## src/rtl/uart_cmd_pkg.sv

```systemverilog
// Shared constants for the UART command responder:
// opcodes, response codes and FSM state encodings.
package uart_cmd_pkg;

    localparam logic [7:0] OP_WRITE = 8'h57;
    localparam logic [7:0] OP_READ  = 8'h52;

    localparam logic [7:0] RSP_OK   = 8'h4B;
    localparam logic [7:0] RSP_BAD  = 8'h3F;
    localparam logic [7:0] RSP_ERR  = 8'h45;

    localparam logic [2:0] ST_IDLE     = 3'd0;
    localparam logic [2:0] ST_GET_ADDR = 3'd1;
    localparam logic [2:0] ST_GET_DATA = 3'd2;
    localparam logic [2:0] ST_BUS_REQ  = 3'd3;
    localparam logic [2:0] ST_RESP     = 3'd4;

    function automatic logic accepts_byte(input logic [2:0] s);
        return (s == ST_IDLE) || (s == ST_GET_ADDR) || (s == ST_GET_DATA);
    endfunction

endpackage

```

## src/rtl/uart_cmd_responder.sv

```systemverilog
// Byte-stream command parser that turns 'W'/'R' commands into
// register bus transfers and answers with a single response byte.
module uart_cmd_responder
    import uart_cmd_pkg::*;
#(
    parameter int DATA_WIDTH = 8,
    parameter int ADDR_WIDTH = 8,
    parameter int TIMEOUT    = 1000
) (
    input  logic                  clk,
    input  logic                  rst,
    input  logic [DATA_WIDTH-1:0] input_axis_tdata,
    input  logic                  input_axis_tvalid,
    output logic                  input_axis_tready,
    output logic [DATA_WIDTH-1:0] output_axis_tdata,
    output logic                  output_axis_tvalid,
    input  logic                  output_axis_tready,
    output logic [ADDR_WIDTH-1:0] bus_addr,
    output logic [DATA_WIDTH-1:0] bus_wdata,
    output logic                  bus_we,
    output logic                  bus_re,
    input  logic [DATA_WIDTH-1:0] bus_rdata,
    input  logic                  bus_ack,
    output logic                  busy,
    output logic                  cmd_error
);

    logic [2:0]  state;
    logic [15:0] cnt;
    logic        is_wr;
    logic        in_hs;
    logic        cnt_last;

    assign input_axis_tready = accepts_byte(state);
    assign busy              = (state != ST_IDLE);
    assign in_hs             = input_axis_tvalid & input_axis_tready;
    assign cnt_last          = (cnt == 16'(TIMEOUT - 1));

    always_ff @(posedge clk) begin
        if (rst) begin
            state              <= ST_IDLE;
            cnt                <= '0;
            is_wr              <= 1'b0;
            bus_addr           <= '0;
            bus_wdata          <= '0;
            bus_we             <= 1'b0;
            bus_re             <= 1'b0;
            output_axis_tdata  <= '0;
            output_axis_tvalid <= 1'b0;
            cmd_error          <= 1'b0;
        end else begin
            cmd_error <= 1'b0;
            unique case (state)
                ST_IDLE: begin
                    if (in_hs) begin
                        if (input_axis_tdata == OP_WRITE) begin
                            is_wr <= 1'b1;
                            state <= ST_GET_ADDR;
                        end else if (input_axis_tdata == OP_READ) begin
                            is_wr <= 1'b0;
                            state <= ST_GET_ADDR;
                        end else begin
                            output_axis_tdata  <= RSP_BAD;
                            output_axis_tvalid <= 1'b1;
                            cmd_error          <= 1'b1;
                            state              <= ST_RESP;
                        end
                    end
                end
                ST_GET_ADDR: begin
                    if (in_hs) begin
                        bus_addr <= input_axis_tdata;
                        if (is_wr) begin
                            state <= ST_GET_DATA;
                        end else begin
                            bus_re <= 1'b1;
                            cnt    <= '0;
                            state  <= ST_BUS_REQ;
                        end
                    end
                end
                ST_GET_DATA: begin
                    if (in_hs) begin
                        bus_wdata <= input_axis_tdata;
                        bus_we    <= 1'b1;
                        cnt       <= '0;
                        state     <= ST_BUS_REQ;
                    end
                end
                ST_BUS_REQ: begin
                    cnt <= cnt + 16'd1;
                    // ack is checked first so it wins over a same-cycle timeout
                    if (bus_ack) begin
                        bus_we             <= 1'b0;
                        bus_re             <= 1'b0;
                        output_axis_tdata  <= is_wr ? RSP_OK : bus_rdata;
                        output_axis_tvalid <= 1'b1;
                        state              <= ST_RESP;
                    end else if (cnt_last) begin
                        bus_we             <= 1'b0;
                        bus_re             <= 1'b0;
                        output_axis_tdata  <= RSP_ERR;
                        output_axis_tvalid <= 1'b1;
                        cmd_error          <= 1'b1;
                        state              <= ST_RESP;
                    end
                end
                ST_RESP: begin
                    if (output_axis_tready) begin
                        output_axis_tvalid <= 1'b0;
                        state              <= ST_IDLE;
                    end
                end
                default: state <= ST_IDLE;
            endcase
        end
    end

endmodule

```

## config.mk

```make
export PLATFORM = sky130hd
export DESIGN_NAME = uart_cmd_responder
export DESIGN_NICKNAME = d
export VERILOG_FILES = /design/src/rtl/uart_cmd_pkg.sv /design/src/rtl/uart_cmd_responder.sv
export SDC_FILE = /design/constraint.sdc
export NUM_CORES = 1
export LEC_CHECK = 0
export CAP_MARGIN = 0
export CORE_MARGIN = 2
export CORE_UTILIZATION = 45
export CTS_CLUSTER_DIAMETER = 120
export DETAILED_ROUTE_END_ITERATION = 8
export GPL_TIMING_DRIVEN = 1
export PLACE_DENSITY_LB_ADDON = 0.12
export RECOVER_POWER = 50
export SLEW_MARGIN = 20
export SYNTH_ARGS = -nofsm -noshare
export SYNTH_HDL_FRONTEND = slang
export SYNTH_SLANG_ARGS = --single-unit
export TNS_END_PERCENT = 10
```

## constraint.sdc

```tcl
create_clock -name clk -period 1.6 [get_ports clk]
set_input_delay 0.32 -clock clk [delete_from_list [all_inputs] [get_ports clk]]
set_output_delay 0.32 -clock clk [all_outputs]
set_load 0.1 [all_outputs]
```

==> results by group, run 1 <==
Outcome
  • Outcome: finished, violations left
  • Failing checks: setup timing

Route
  • ANT nets after route: 0
  • DR iter-0 viols: 276
  • Drt total wl: 7.26 mm
  • DRT Pass-1 Iters: 5
  • Drt wl/cell: 16.0 um
  • Vias per cell: 5.46
  • Number of remaining DRC errors: 0
  • Detailed-route via count: 2,486

Global routing
  • Pin count of the biggest net entering global routing: 20
  • Gr ovfl total: 0
  • Initial antenna violation count: 0
  • Tot GR Track Use: 24.9%
  • Vias in the first global route: 2,307
  • First-pass GRT wire length: 10.7 mm

Setup path
  • CP required: 1830 ps
  • Crit-path max cell delay: 370 ps
  • Worst setup path class: flip-flop to flip-flop
  • Slowest cell on the critical path: or3_1
  • Worst path cell trace: buf_4 -> nand4_1 -> or2_1 -> a211o_1 -> or3_1 -> a21oi_1
  • Worst reg2reg startpoint: cnt[3]
  • Top Family by Delay on Critical Path: simple AND/OR/NAND/NOR gates
  • Crit path buffers/inverters: 1
  • Critical path arrival: 1990 ps
  • CP startpoint: cnt[3]
  • Critical-path maximum fanout: 3
  • Crit start category: flip-flop
  • CP Capture Type: flip-flop

Timing
  • Endpoints failing setup: 19
  • Worst-margin pin slew: 562 ps
  • Post-layout minimum cycle time: 1760 ps
  • Max-slew violations: 0
  • Tcrit/Tclk final: 110%
  • Worst setup margin: -159 ps
  • Unrepaired setup endpoints after global routing: true
  • Worst slew margin: 62.7%
  • Setup total negative slack: -1180 ps
  • Fin Clk Skew: 5.82 ps
  • Final Hold Fails: 0
  • Achievable frequency: 568 MHz

Yosys
  • Synth Register Bits: 48
  • Synth unique cells: 50
  • Gate Count Post-Synth: 282
  • Syn. warnings: 0
  • Number of flops mapped to enable cells by yosys: 0
  • Seq/Total Area, Yosys: 42.3%
  • Main synth FF type: dfxtp_1
  • Synth async-reset ratio: 0%
  • Area share of the largest cell type after synthesis: 42.3%
  • Net Count, Synth: 304
  • Syn_area_per_cell: 8.05 sq um
  • Leading area contributor after synthesis: dfxtp_1
  • Netlist Area Pre-Place: 2270 sq um
  • Top post-synthesis cells by area: dfxtp_1, a21oi_1, nand2_1, nor2_1, o21ai_0

Placed design
  • DP HPWL: 4.81 mm
  • Setup WS pre-CTS: -614 ps
  • Placement Cell Area: 3570 sq um
  • Port bufs: 50
  • Final GP Congestion: 0.831

Clock tree
  • CTS Sinks: 48
  • Clock slew at reported path FFs: 80 ps
  • Clock Root Buffer: clkbuf_8
  • Number of CTS-inserted buffers: 5
  • CTS H-tree lvls: 2
  • Worst-Skew Late Latency: 300 ps
  • Clock Path Buffers: 2
  • CTS tree: built

Cells and area
  • Most common cell after layout, fill and taps aside: buf_4
  • Commonest cells after routing, fill and taps aside: buf_4, nand2_1, dfxtp_1
  • Core Util, Final: 73.2%
  • N_diodes: 0
  • Fill count: 345
  • Ratio of cells with drive above 1 in the final layout: 35.3%
  • Register area: 973 sq um
  • Fin area: 3500 sq um
  • Nets@finish: 410
  • Multi-input gate area: 1340 sq um
  • Layout area overhead: 54.3%

Job
  • MaxCap Viol Count: 0

Floorplan
  • # rows: 25
  • Core box area: 4790 sq um
  • Die Width: 75.0 um
  • Die Span Y: 75.0 um
  • Die ar.: 5630 sq um
  • Starting Density: 47.4%
  • I/O pin count: 51

Min path
  • Hold Path Class: input pin to flip-flop
  • Hold wc startpoint: input_axis_tdata[5]

Power and ir drop
  • Pwr Density: 703 nW/um^2
  • Worst IR Drop VDD: 379 uV
  • Pleak: 1.34 nW
-- cell families after synthesis --
| logic type | Yosys count | synth area share (%) |
|---|---|---|
| AO/OA/AOI/OAI | 76 | 21.6 |
| buffers and inverters | 23 | 4.63 |
| flip-flops | 48 | 42.3 |
| adder cells (fa/ha/maj) | 1 | 0.551 |
| AND/OR/NAND/NOR | 127 | 28.2 |
| XOR/XNOR | 7 | 2.70 |
-- metal layers --
metal  global-route usage, %  wire length [um]
met5                       0                 0
met4                    7.34               125
met3                    4.82               443
met2                    41.4              3530
met1                    32.7              3160
-- worst register-to-register path, delay by kind of cell (launching register included) --
| family | cells | cell delay [ps] |
|---|---|---|
| and+or+nand+nor | 3 | 760 |
| AOI/OAI and AO/OA | 2 | 460 |
| DFF | 1 | 350 |
| buffers and inverters | 1 | 120 |
-- flip-flops by register name, indices dropped and copies added (netlist names) --
| signal | cells |
|---|---|
| bus_addr | 8 |
| bus_re | 1 |
| bus_wdata | 8 |
| bus_we | 1 |
| cmd_error | 1 |
| cnt | 16 |
| is_wr | 1 |
| output_axis_tdata | 8 |
| output_axis_tvalid | 1 |
| state | 3 |
-- what timing repair did --
action | 4_1_cts | 5_1_grt
gates resized for setup | 27 | 17
endpoints found under the setup margin | 29 | 27
pin swaps | 14 | 5
hold buffers | 0 | 0
setup buffers | 5 | 0
gates cloned | 1 | 0
-- stage by stage --
stage | std cells | hold slack (ps) | power (mW)
6_report | 455 | 435 | 2.46
5_1_grt | 455 | 435 | 2.54
4_1_cts | 455 | 431 | 2.51
3_5_place_dp | 442 | 478 | 1.73
3_3_place_gp | 442 | 476 | 1.73
2_1_floorplan | 282 | 429 | 1.50
-- power by group --
group | total, mW | switching [mW] | internal [mW]
combinational | 0.447 | 0.278 | 0.168
clock | 0.789 | 0.403 | 0.386
sequential | 1.23 | 0.0172 | 1.21
-- cell usage after synthesis, types with 3 or more instances --
cell	count
nand2_1	46
a311oi_1	3
or4_1	4
nor2b_1	4
a211oi_1	4
a21oi_1	35
o21ai_0	11
nor3_1	8
xnor2_1	6
nor2_1	27
buf_2	6
clkbuf_1	7
inv_1	6
o31ai_1	6
nand3_1	6
dfxtp_1	48
nand4_1	4
nand3b_1	4
nand2b_1	6
-- final cells by class --
type,count,share of cell area (%)
well taps,67,2.39
multi-input cells,211,38.2
inverters,6,0.643
flip-flops and latches,48,27.8
clock buffers,7,2.75
repair buffers,116,28.3
-- final timing paths --
| check | cells past startpoint | to | slack, ps |
|---|---|---|---|
| max | 6 | cnt[15] | -160 |
| min | 3 | bus_addr[5] | 440 |
| max reg2reg | 6 | cnt[15] | -160 |
| min reg2reg | 2 | bus_wdata[7] | 460 |
(Power assumes the default switching activity.)
==> run 2: changes to the inputs <==
Settings changed: GPL_TIMING_DRIVEN 1 to 0.
==> run 2 against run 1 <==
Effect of this change:
- the flow still finishes with violations (setup timing)
- die area unchanged
- sequential power barely moved
- hold slack about the same
- critical path depth decreased by 2
- first-iteration DRC count fell by 61%
- count of clock-buffer cells in the layout shrank 2
- largest cell class unchanged
==> results by group, run 2 (synthesized netlist as in run 1, its figures left out) <==
Route
  • Drt wl/cell: 14.7 um
  • Detailed-route via count: 2,292
  • ANT nets after route: 0
  • DRT Pass-1 Iters: 4
  • Drt total wl: 6.30 mm
  • Vias per cell: 5.36
  • DR iter-0 viols: 109
  • Number of remaining DRC errors: 0

Floorplan
  • Die ar.: 5630 sq um
  • Die Width: 75.0 um
  • # rows: 25
  • Starting Density: 47.4%
  • I/O pin count: 51
  • Core box area: 4790 sq um
  • Die Span Y: 75.0 um

Cells and area
  • N_diodes: 0
  • Layout area overhead: 53.0%
  • Non-Filler Instances: 428
  • Commonest cells after routing, fill and taps aside: nand2_1, dfxtp_1, a21oi_1
  • Nets@finish: 384
  • Register area: 998 sq um
  • Multi-input gate area: 1420 sq um
  • Largest Register: cnt
  • Ratio of cells with drive above 1 in the final layout: 33.2%
  • Fill count: 379
  • Most common cell after layout, fill and taps aside: nand2_1
  • Max FFs per register: 16

Min path
  • Hold depth: 3
  • Hold Path Class: input pin to flip-flop
  • Hold wc startpoint: input_axis_tdata[3]
  • Hold path endpoint: bus_wdata[3]

Timing
  • Worst slew margin: 60.2%
  • Hold slack: 435 ps
  • Worst-margin pin slew: 596 ps
  • Post-layout minimum cycle time: 1770 ps
  • Fin Clk Skew: 10.2 ps
  • Unrepaired setup endpoints after global routing: true
  • Endpoints failing setup: 13
  • Max-slew violations: 0
  • Tcrit/Tclk final: 111%
  • Achievable frequency: 565 MHz
  • Worst setup margin: -170 ps
  • Final Hold Fails: 0

Setup path
  • Critical path arrival: 1450 ps
  • Worst reg2reg startpoint: cnt[0]
  • Most used cell, CP: buf_8
  • Critical-path maximum fanout: 6
  • Worst setup path class: flip-flop to output pin
  • R2R Path End: cnt[11]
  • CP Capture Type: output pin
  • Top Family by Delay on Critical Path: buffers and inverters
  • Crit start category: flip-flop
  • Crit path buffers/inverters: 3
  • Crit-path max cell delay: 380 ps
  • FF-to-FF setup slack: -100 ps
  • Worst path cell trace: buf_8 -> buf_8 -> or3_4 -> buf_12
  • CP required: 1280 ps
  • Slowest cell on the critical path: dfxtp_4
  • Worst Reg-to-Reg Cells: 6

Clock tree
  • Clock slew at reported path FFs: 90 ps
  • Number of CTS-inserted buffers: 5
  • Worst-Skew Late Latency: 300 ps
  • CTS H-tree lvls: 2
  • Clock Root Buffer: clkbuf_8
  • Clock Path Buffers: 2
  • CTS tree: built
  • CTS Sinks: 48

Power and ir drop
  • Pleak: 1.19 nW
  • Pwr Density: 714 nW/um^2
  • Worst IR Drop VDD: 530 uV

Global routing
  • First-pass GRT wire length: 9.54 mm
  • Tot GR Track Use: 22.1%
  • Pin count of the biggest net entering global routing: 14
  • Vias in the first global route: 2,065
  • Gr ovfl total: 0
  • Initial antenna violation count: 0

Outcome
  • Outcome: finished, violations left
  • Failing checks: setup timing

Placed design
  • Placed cells: 398
  • Port bufs: 49
  • DP HPWL: 4.11 mm
  • Final GP Congestion: 0.796

Job
  • MaxCap Viol Count: 0
## run 2: changes by cell type in the layout (fill, tap and decap cells not counted), moves of 6 or more
cell,change
dfxtp_1,-6
buf_12,-7
dfxtp_4,+7
clkdlybuf4s50_1,-6
clkbuf_2,-21
clkdlybuf4s15_2,+27
buf_4,-29
## run 2: report_power, final
| part | total [mW] | switching (mW) | internal [mW] |
|---|---|---|---|
| combinational | 0.433 | 0.279 | 0.154 |
| sequential | 1.21 | 0.0145 | 1.20 |
| clock | 0.833 | 0.384 | 0.449 |
| total | 2.48 | 0.677 | 1.80 |
## run 2: tightest hold or removal path: cells and delay by family
family                 cells  cell delay [ps]
AOI/OAI and AO/OA          1               50
buffers and inverters      1              260
and+or+nand+nor            1               60
## run 2: stage by stage
stage          setup WS (ps)  power [mW]  util, %  TNS [ps]  area, sq um
4_1_cts                 -222        2.48     65.5     -1450         3130
3_5_place_dp           -1100        1.63     59.7    -27880         2860
2_1_floorplan           -136        1.50        -      -534         2280
3_3_place_gp           -1100        1.63     59.7    -27610         2860
5_1_grt                 -190        2.58     72.5     -2340         3470
6_report                -170        2.48     72.5      -793         3470
## run 2: timing repair
item	in CTS	in global routing
endpoints found under the hold margin	0	0
setup buffers	1	24
hold buffers	0	0
endpoints found under the setup margin	75	40
cloned	1	1
gates resized for setup	140	58
pin swaps	6	26
## run 2: how the worst max path moves through the flow
stage	startpoint	endpoint	slack (ps)	cells after the start
2_1_floorplan	state[2]	busy	-140	3
5_1_grt	state[2]	busy	-190	4
3_5_place_dp	state[2]	busy	-1100	4
6_report	state[2]	busy	-170	4
4_1_cts	is_wr	cnt[13]	-220	7
3_3_place_gp	state[2]	busy	-1100	4
## run 2: area by class of cell
cell class,instances,share of cell area (%)
inverters,6,0.649
multi-input cells,212,40.8
plain buffers,14,3.57
flip-flops and latches,48,28.8
clock inverters,1,0.865
well taps,67,2.41
repair buffers,75,20.9
clock buffers,5,1.98
## run 2: layer usage
layer	part of all wire [%]	track usage, %
met5	0	0
met4	0.94	5.36
met3	5.8	4.28
met2	45	34.1
met1	48	31.8
